### src/rtl/sobel_window_buffer.sv
`default_nettype none
// ============================================================================
// sobel_window_buffer : raster-stream 3x3 window generator with two line buffers
// Optional feature macro: SOBEL_WIN_POS_EN (adds win_col_o / win_row_o)
// Revision: 1.0
// ============================================================================
module sobel_window_buffer #(
  parameter int PX_W       = 8,
  parameter int LINE_LEN   = 16,
  parameter int FRAME_ROWS = 16
) (
  input  logic                clk_i,
  input  logic                nreset_i,
  input  logic                frame_start_i,
  input  logic                px_valid_i,
  input  logic [PX_W-1:0]     px_i,
  output logic                win_valid_o,
  output logic [9*PX_W-1:0]   win_o,
`ifdef SOBEL_WIN_POS_EN
  output logic [7:0]          win_col_o,
  output logic [7:0]          win_row_o,
`endif
  output logic                frame_done_o
);

  localparam int CW = (LINE_LEN   > 2) ? $clog2(LINE_LEN)   : 1;
  localparam int RW = (FRAME_ROWS > 2) ? $clog2(FRAME_ROWS) : 1;
  localparam logic [CW-1:0] C_COL_LAST = CW'(LINE_LEN - 1);
  localparam logic [RW-1:0] C_ROW_LAST = RW'(FRAME_ROWS - 1);
  localparam logic [CW-1:0] C_COL_TWO  = CW'(2);
  localparam logic [RW-1:0] C_ROW_TWO  = RW'(2);

  logic [CW-1:0]   col_q, col_d;
  logic [RW-1:0]   row_q, row_d;
  logic [PX_W-1:0] win_q [9];
  logic [PX_W-1:0] win_d [9];
  logic            win_valid_q, win_valid_d;
  logic            frame_done_q, frame_done_d;

  logic [PX_W-1:0] lb0_q [LINE_LEN];
  logic [PX_W-1:0] lb1_q [LINE_LEN];

  logic [CW-1:0]   w_col;
  logic [RW-1:0]   w_row;
  logic [PX_W-1:0] w_top;
  logic [PX_W-1:0] w_mid;

  // frame_start_i restarts the position in the same cycle, so an accompanying
  // pixel is already treated as (0,0) of the new frame.
  assign w_col = frame_start_i ? '0 : col_q;
  assign w_row = frame_start_i ? '0 : row_q;
  assign w_top = lb1_q[w_col];
  assign w_mid = lb0_q[w_col];

  always_comb begin
    col_d        = w_col;
    row_d        = w_row;
    win_d        = win_q;
    win_valid_d  = 1'b0;
    frame_done_d = 1'b0;
    if (px_valid_i) begin
      if (w_col == C_COL_LAST) begin
        col_d = '0;
        row_d = (w_row == C_ROW_LAST) ? '0 : w_row + 1'b1;
      end else begin
        col_d = w_col + 1'b1;
      end
      win_d[0] = win_q[1];
      win_d[1] = win_q[2];
      win_d[2] = w_top;
      win_d[3] = win_q[4];
      win_d[4] = win_q[5];
      win_d[5] = w_mid;
      win_d[6] = win_q[7];
      win_d[7] = win_q[8];
      win_d[8] = px_i;
      win_valid_d  = (w_row >= C_ROW_TWO) && (w_col >= C_COL_TWO);
      frame_done_d = (w_row == C_ROW_LAST) && (w_col == C_COL_LAST);
    end
  end

  always_ff @(posedge clk_i or negedge nreset_i) begin
    if (!nreset_i) begin
      col_q        <= '0;
      row_q        <= '0;
      win_valid_q  <= 1'b0;
      frame_done_q <= 1'b0;
      for (int k = 0; k < 9; k++) begin
        win_q[k] <= '0;
      end
    end else begin
      col_q        <= col_d;
      row_q        <= row_d;
      win_valid_q  <= win_valid_d;
      frame_done_q <= frame_done_d;
      win_q        <= win_d;
    end
  end

  // Line buffers carry no reset; stale contents are never flagged valid.
  always_ff @(posedge clk_i) begin
    if (px_valid_i) begin
      lb1_q[w_col] <= lb0_q[w_col];
      lb0_q[w_col] <= px_i;
    end
  end

`ifdef SOBEL_WIN_POS_EN
  logic [7:0] win_col_q, win_col_d;
  logic [7:0] win_row_q, win_row_d;

  always_comb begin
    win_col_d = win_col_q;
    win_row_d = win_row_q;
    if (px_valid_i) begin
      win_col_d = 8'(w_col) - 8'd1;
      win_row_d = 8'(w_row) - 8'd1;
    end
  end

  always_ff @(posedge clk_i or negedge nreset_i) begin
    if (!nreset_i) begin
      win_col_q <= '0;
      win_row_q <= '0;
    end else begin
      win_col_q <= win_col_d;
      win_row_q <= win_row_d;
    end
  end

  assign win_col_o = win_col_q;
  assign win_row_o = win_row_q;
`endif

  generate
    for (genvar k = 0; k < 9; k++) begin : g_pack
      assign win_o[PX_W*k +: PX_W] = win_q[k];
    end
  endgenerate

  assign win_valid_o  = win_valid_q;
  assign frame_done_o = frame_done_q;

endmodule
`default_nettype wire

### config.mk
export PLATFORM = sky130hd
export DESIGN_NAME = sobel_window_buffer
export DESIGN_NICKNAME = d
export VERILOG_FILES = /design/src/rtl/sobel_window_buffer.sv
export SDC_FILE = /design/constraint.sdc
export NUM_CORES = 1
export LEC_CHECK = 0
export ABC_AREA = 1
export BUFFER_PORTS_ARGS = -buffer_cell sky130_fd_sc_hd__buf_2
export CORE_MARGIN = 10
export CORE_UTILIZATION = 40
export CTS_BUF_LIST = sky130_fd_sc_hd__clkbuf_4 sky130_fd_sc_hd__clkbuf_8
export DETAILED_ROUTE_END_ITERATION = 6
export GPL_TIMING_DRIVEN = 0
export PLACE_DENSITY_LB_ADDON = 0.05
export SETUP_SLACK_MARGIN = 0.5
export SLEW_MARGIN = 20
export SYNTH_ARGS = -nofsm -noshare
export SYNTH_HDL_FRONTEND = slang
export SYNTH_SLANG_ARGS = --single-unit
### constraint.sdc
create_clock -name clk_i -period 2.95 [get_ports clk_i]
set_clock_uncertainty 0.05 [all_clocks]
set_input_delay 0.59 -clock clk_i [delete_from_list [all_inputs] [get_ports clk_i]]
set_output_delay 0.59 -clock clk_i [all_outputs]
set_load 0.02 [all_outputs]
==> flow_metrics.py <==
metrics = {
    "outcome": {
        "status": "finished, final reports clean",
    },
    "detailed_routing": {
        "wl_met3_mm": 2.44,
        "wl_met1_mm": 17.8,
        "first_pass_iters": 5,
        "drc_errors": 0,
        "num_vias": 9780,
        "highest_layer": "met4",
        "wl_mm": 38.8,
        "routedWlPerCell_um": 19.2,
        "first_iter_violations": 633,
        "dr_wl_met2_mm": 17.8,
        "vias_per_cell": 4.84,
        "ant_nets": 0,
    },
    "die": {
        "dieArea_um2": 43100,
        "rows": 68,
        "die_w_um": 208,
        "initial_core_util": 0.406,
        "io_pins": 86,
        "core_um2": 34600,
        "die_y_um": 208,
    },
    "cts": {
        "cts_buffers": 57,
        "clk_pin_slew_ps": 60,
        "clockRootBuffer": "clkbuf_8",
        "cts_buffer_depth": 3,
        "insertion_delay_ps": 620,
        "cts.sinks": 338,
        "h-tree-depth": 2,
        "cts_tree": "done",
    },
    "layout": {
        "drive_gt1_frac": 0.176,
        "final_area_um2": 16800,
        "nFillCells": 3176,
        "diodes": 0,
        "fin_nets": 1536,
        "synthToLayoutAreaGrowth_pct": 19.0,
        "fin_util": 0.484,
    },
    "global_route": {
        "grt_first_pass_wirelength_mm": 58.9,
        "grt_max_degree": 44,
        "grt_pass1_vias": 9637,
        "grtUsageTotal": 0.177,
        "overflow": 0,
        "grt_antenna_before_repair": 0,
    },
    "timing": {
        "period_share": 0.803,
        "setup_viol": 0,
        "rsz0062_at_grt": "true",
        "layout_setup_ws_ps": 582,
        "fin_crit_ps": 2370,
        "finalSetupTns_ps": 0,
        "hold_violations": 0,
        "maxSlewViolCount": 0,
        "max_freq_mhz": 422,
        "max_slew_margin": 0.461,
        "tightest_slew_ps": 808,
    },
    "min_path": {
        "hp-class": "primary input to flop",
    },
    "power": {
        "power.density_nw_per_um2": 674,
        "switching_share": 0.270,
        "ir_drop_uv": 319,
        "power.internal_mw": 8.25,
        "seq_power_share": 0.490,
        "p_leak_nw": 7.42,
        "switching_power_mw": 3.05,
        "power.total_mw": 11.3,
        "pwr-share-comb": 0.137,
        "p_clk_frac": 0.373,
    },
    "place": {
        "hpwl_mm": 26.0,
        "globalplace.congestion": 0.803,
        "dpl_worst_slack_ps": -301,
        "portBuffers": 83,
        "placed_area_um2": 15200,
    },
    "synthesis": {
        "synth_seq_cells": 338,
        "syn_inst": 1352,
        "yosys_warnings": 0,
        "syn_avg_cell_area_um2": 10.4,
        "synth_cell_types": 30,
        "syn_nets": 1365,
        "netlist_area_um2": 14100,
        "ys_seq_area_frac": 0.692,
    },
    "setup_path": {
        "worstSetupStartpointType": "flop",
        "crit_end": "lb0_q[3][6]$_DFFE_PP_",
        "endpoint_kind": "flop",
        "reg2reg_from": "col_q[2]$_DFF_PN0_",
        "cp_max_fo": 10,
        "cp.required_ps": 3220,
        "startpoint": "col_q[2]$_DFF_PN0_",
        "reg2reg_slack_ps": 580,
        "r2r_cells": 7,
        "reg2reg_to": "lb0_q[3][6]$_DFFE_PP_",
        "worstPathArrival_ps": 2630,
        "criticalPathCategory": "flop to flop",
    },
    "job": {
        "drv_cap": 0,
    },
}
layout by cell type, fill, tap and decap left out, types with 2 or more instances in the layout:
cell type,n
nor2_1,30
clkinv_1,16
clkbuf_8,63
inv_2,5
nand2_4,3
nor2_2,7
inv_1,138
clkbuf_4,21
a21oi_1,9
edfxtp_1,256
nor2_8,3
bufinv_16,2
nor3_1,2
buf_4,22
dfrtp_1,82
o21ai_1,2
o21ai_0,54
buf_2,106
buf_8,3
buf_1,10
nand3_1,137
nor2_4,15
buf_6,6
nand4_1,9
clkbuf_1,15
buf_12,14
xor2_1,3
nand2_1,524
worst min-delay path by stage:
stage	startpoint	endpoint	depth (start not counted)
3_5_place_dp	win_o[51]$_DFFE_PN0P_	win_o[51]$_DFFE_PN0P_	2
4_1_cts	frame_start_i	row_q[0]$_DFF_PN0_	3
6_report	frame_start_i	row_q[0]$_DFF_PN0_	3
3_3_place_gp	win_o[31]$_DFFE_PN0P_	win_o[31]$_DFFE_PN0P_	2
5_1_grt	frame_start_i	row_q[0]$_DFF_PN0_	3
2_1_floorplan	nreset_i	col_q[0]$_DFF_PN0_	0
Yosys cell counts:
cell        n  share of area
inv_4       1        0.00044
a21oi_1     9         0.0032
nand2_4     3         0.0024
inv_2       5         0.0013
o21ai_0    54          0.019
xor2_1      3         0.0019
nor2_1     46          0.012
nor3_1      2        0.00071
a21boi_1    1        0.00053
o21a_1      1        0.00053
nand4_1     9         0.0040
clkbuf_1   15         0.0040
buf_2      24         0.0085
ha_1        1        0.00089
nand2_8     1         0.0014
inv_1     138          0.037
inv_8       1        0.00080
buf_4      13         0.0069
edfxtp_1  256           0.55
nand2_2     1        0.00044
dfrtp_1    82           0.15
nor2_8      3         0.0043
nor2_4      1        0.00080
clkinv_1    1        0.00027
nand3_1   137          0.049
o21ai_1     2        0.00071
nor2_2      5         0.0022
buf_1      10         0.0027
nand2_1   524           0.14
buf_6       3         0.0024
power by group through the flow:
stage	Combinational (mW)	Sequential [mW]	Clock [mW]
finish	1.54	5.54	4.21
global route	1.70	5.57	4.52
CTS	1.55	5.54	4.32
detailed placement	1.47	5.65	0
global placement	1.45	5.64	0
floorplan	0.663	5.81	0
cell families after synthesis:
group | share of synthesized area
adders and majority gates | 0.000889
xor gates and xnor gates | 0.00187
and+or+nand+nor | 0.217
DFF | 0.692
buffers and inverters | 0.0642
AOI/OAI and AO/OA | 0.0242
critical path, cell delays in order (launching register included):
cell,delay (ps)
dfrtp_1,440
nand2_4,160
nand2_1,80
inv_2,140
buf_4,200
nand2_1,230
nor2_2,530
buf_6,230
area by class of cell:
class	count	area, um^2	share of cell area
repair buffers	112	847	0.0506
inverters	146	558	0.0333
flip-flops and latches	338	9740	0.581
plain buffers	65	345	0.0206
multi-input cells	803	3540	0.211
well taps	455	569	0.0340
clock buffers	84	1020	0.0612
clock inverters	19	129	0.00769
sequential cells by signal (all words and copies together), names as in the netlist:
register      cells
col_q             4
win_valid_o       1
frame_done_o      1
row_q             4
win_o            72
lb1_q           128
lb0_q           128
metrics by stage:
stage | cells | hold WS, ps
after global placement | 1890 | 410
after CTS | 2014 | 278
after floorplan | 1352 | 244
after global routing | 2022 | 339
after detailed placement | 1897 | 418
final | 2022 | 319
what timing repair did:
item | in CTS | in global routing
gates cloned | 0 | 0
hold buffers | 1 | 0
gates resized for setup | 4 | 8
setup buffers | 13 | 8
setup endpoints to repair | 276 | 148
pin swaps | 9 | 8
endpoints found under the hold margin | 42 | 0
metal layers:
layer | vias up | track usage
met4 | 0 | 0.0524
met3 | 60 | 0.0367
met1 | 4688 | 0.241
met2 | 291 | 0.281
li1 | 4741 | -
met5 | - | 0
No activity file was read; power rests on OpenSTA's default activity.
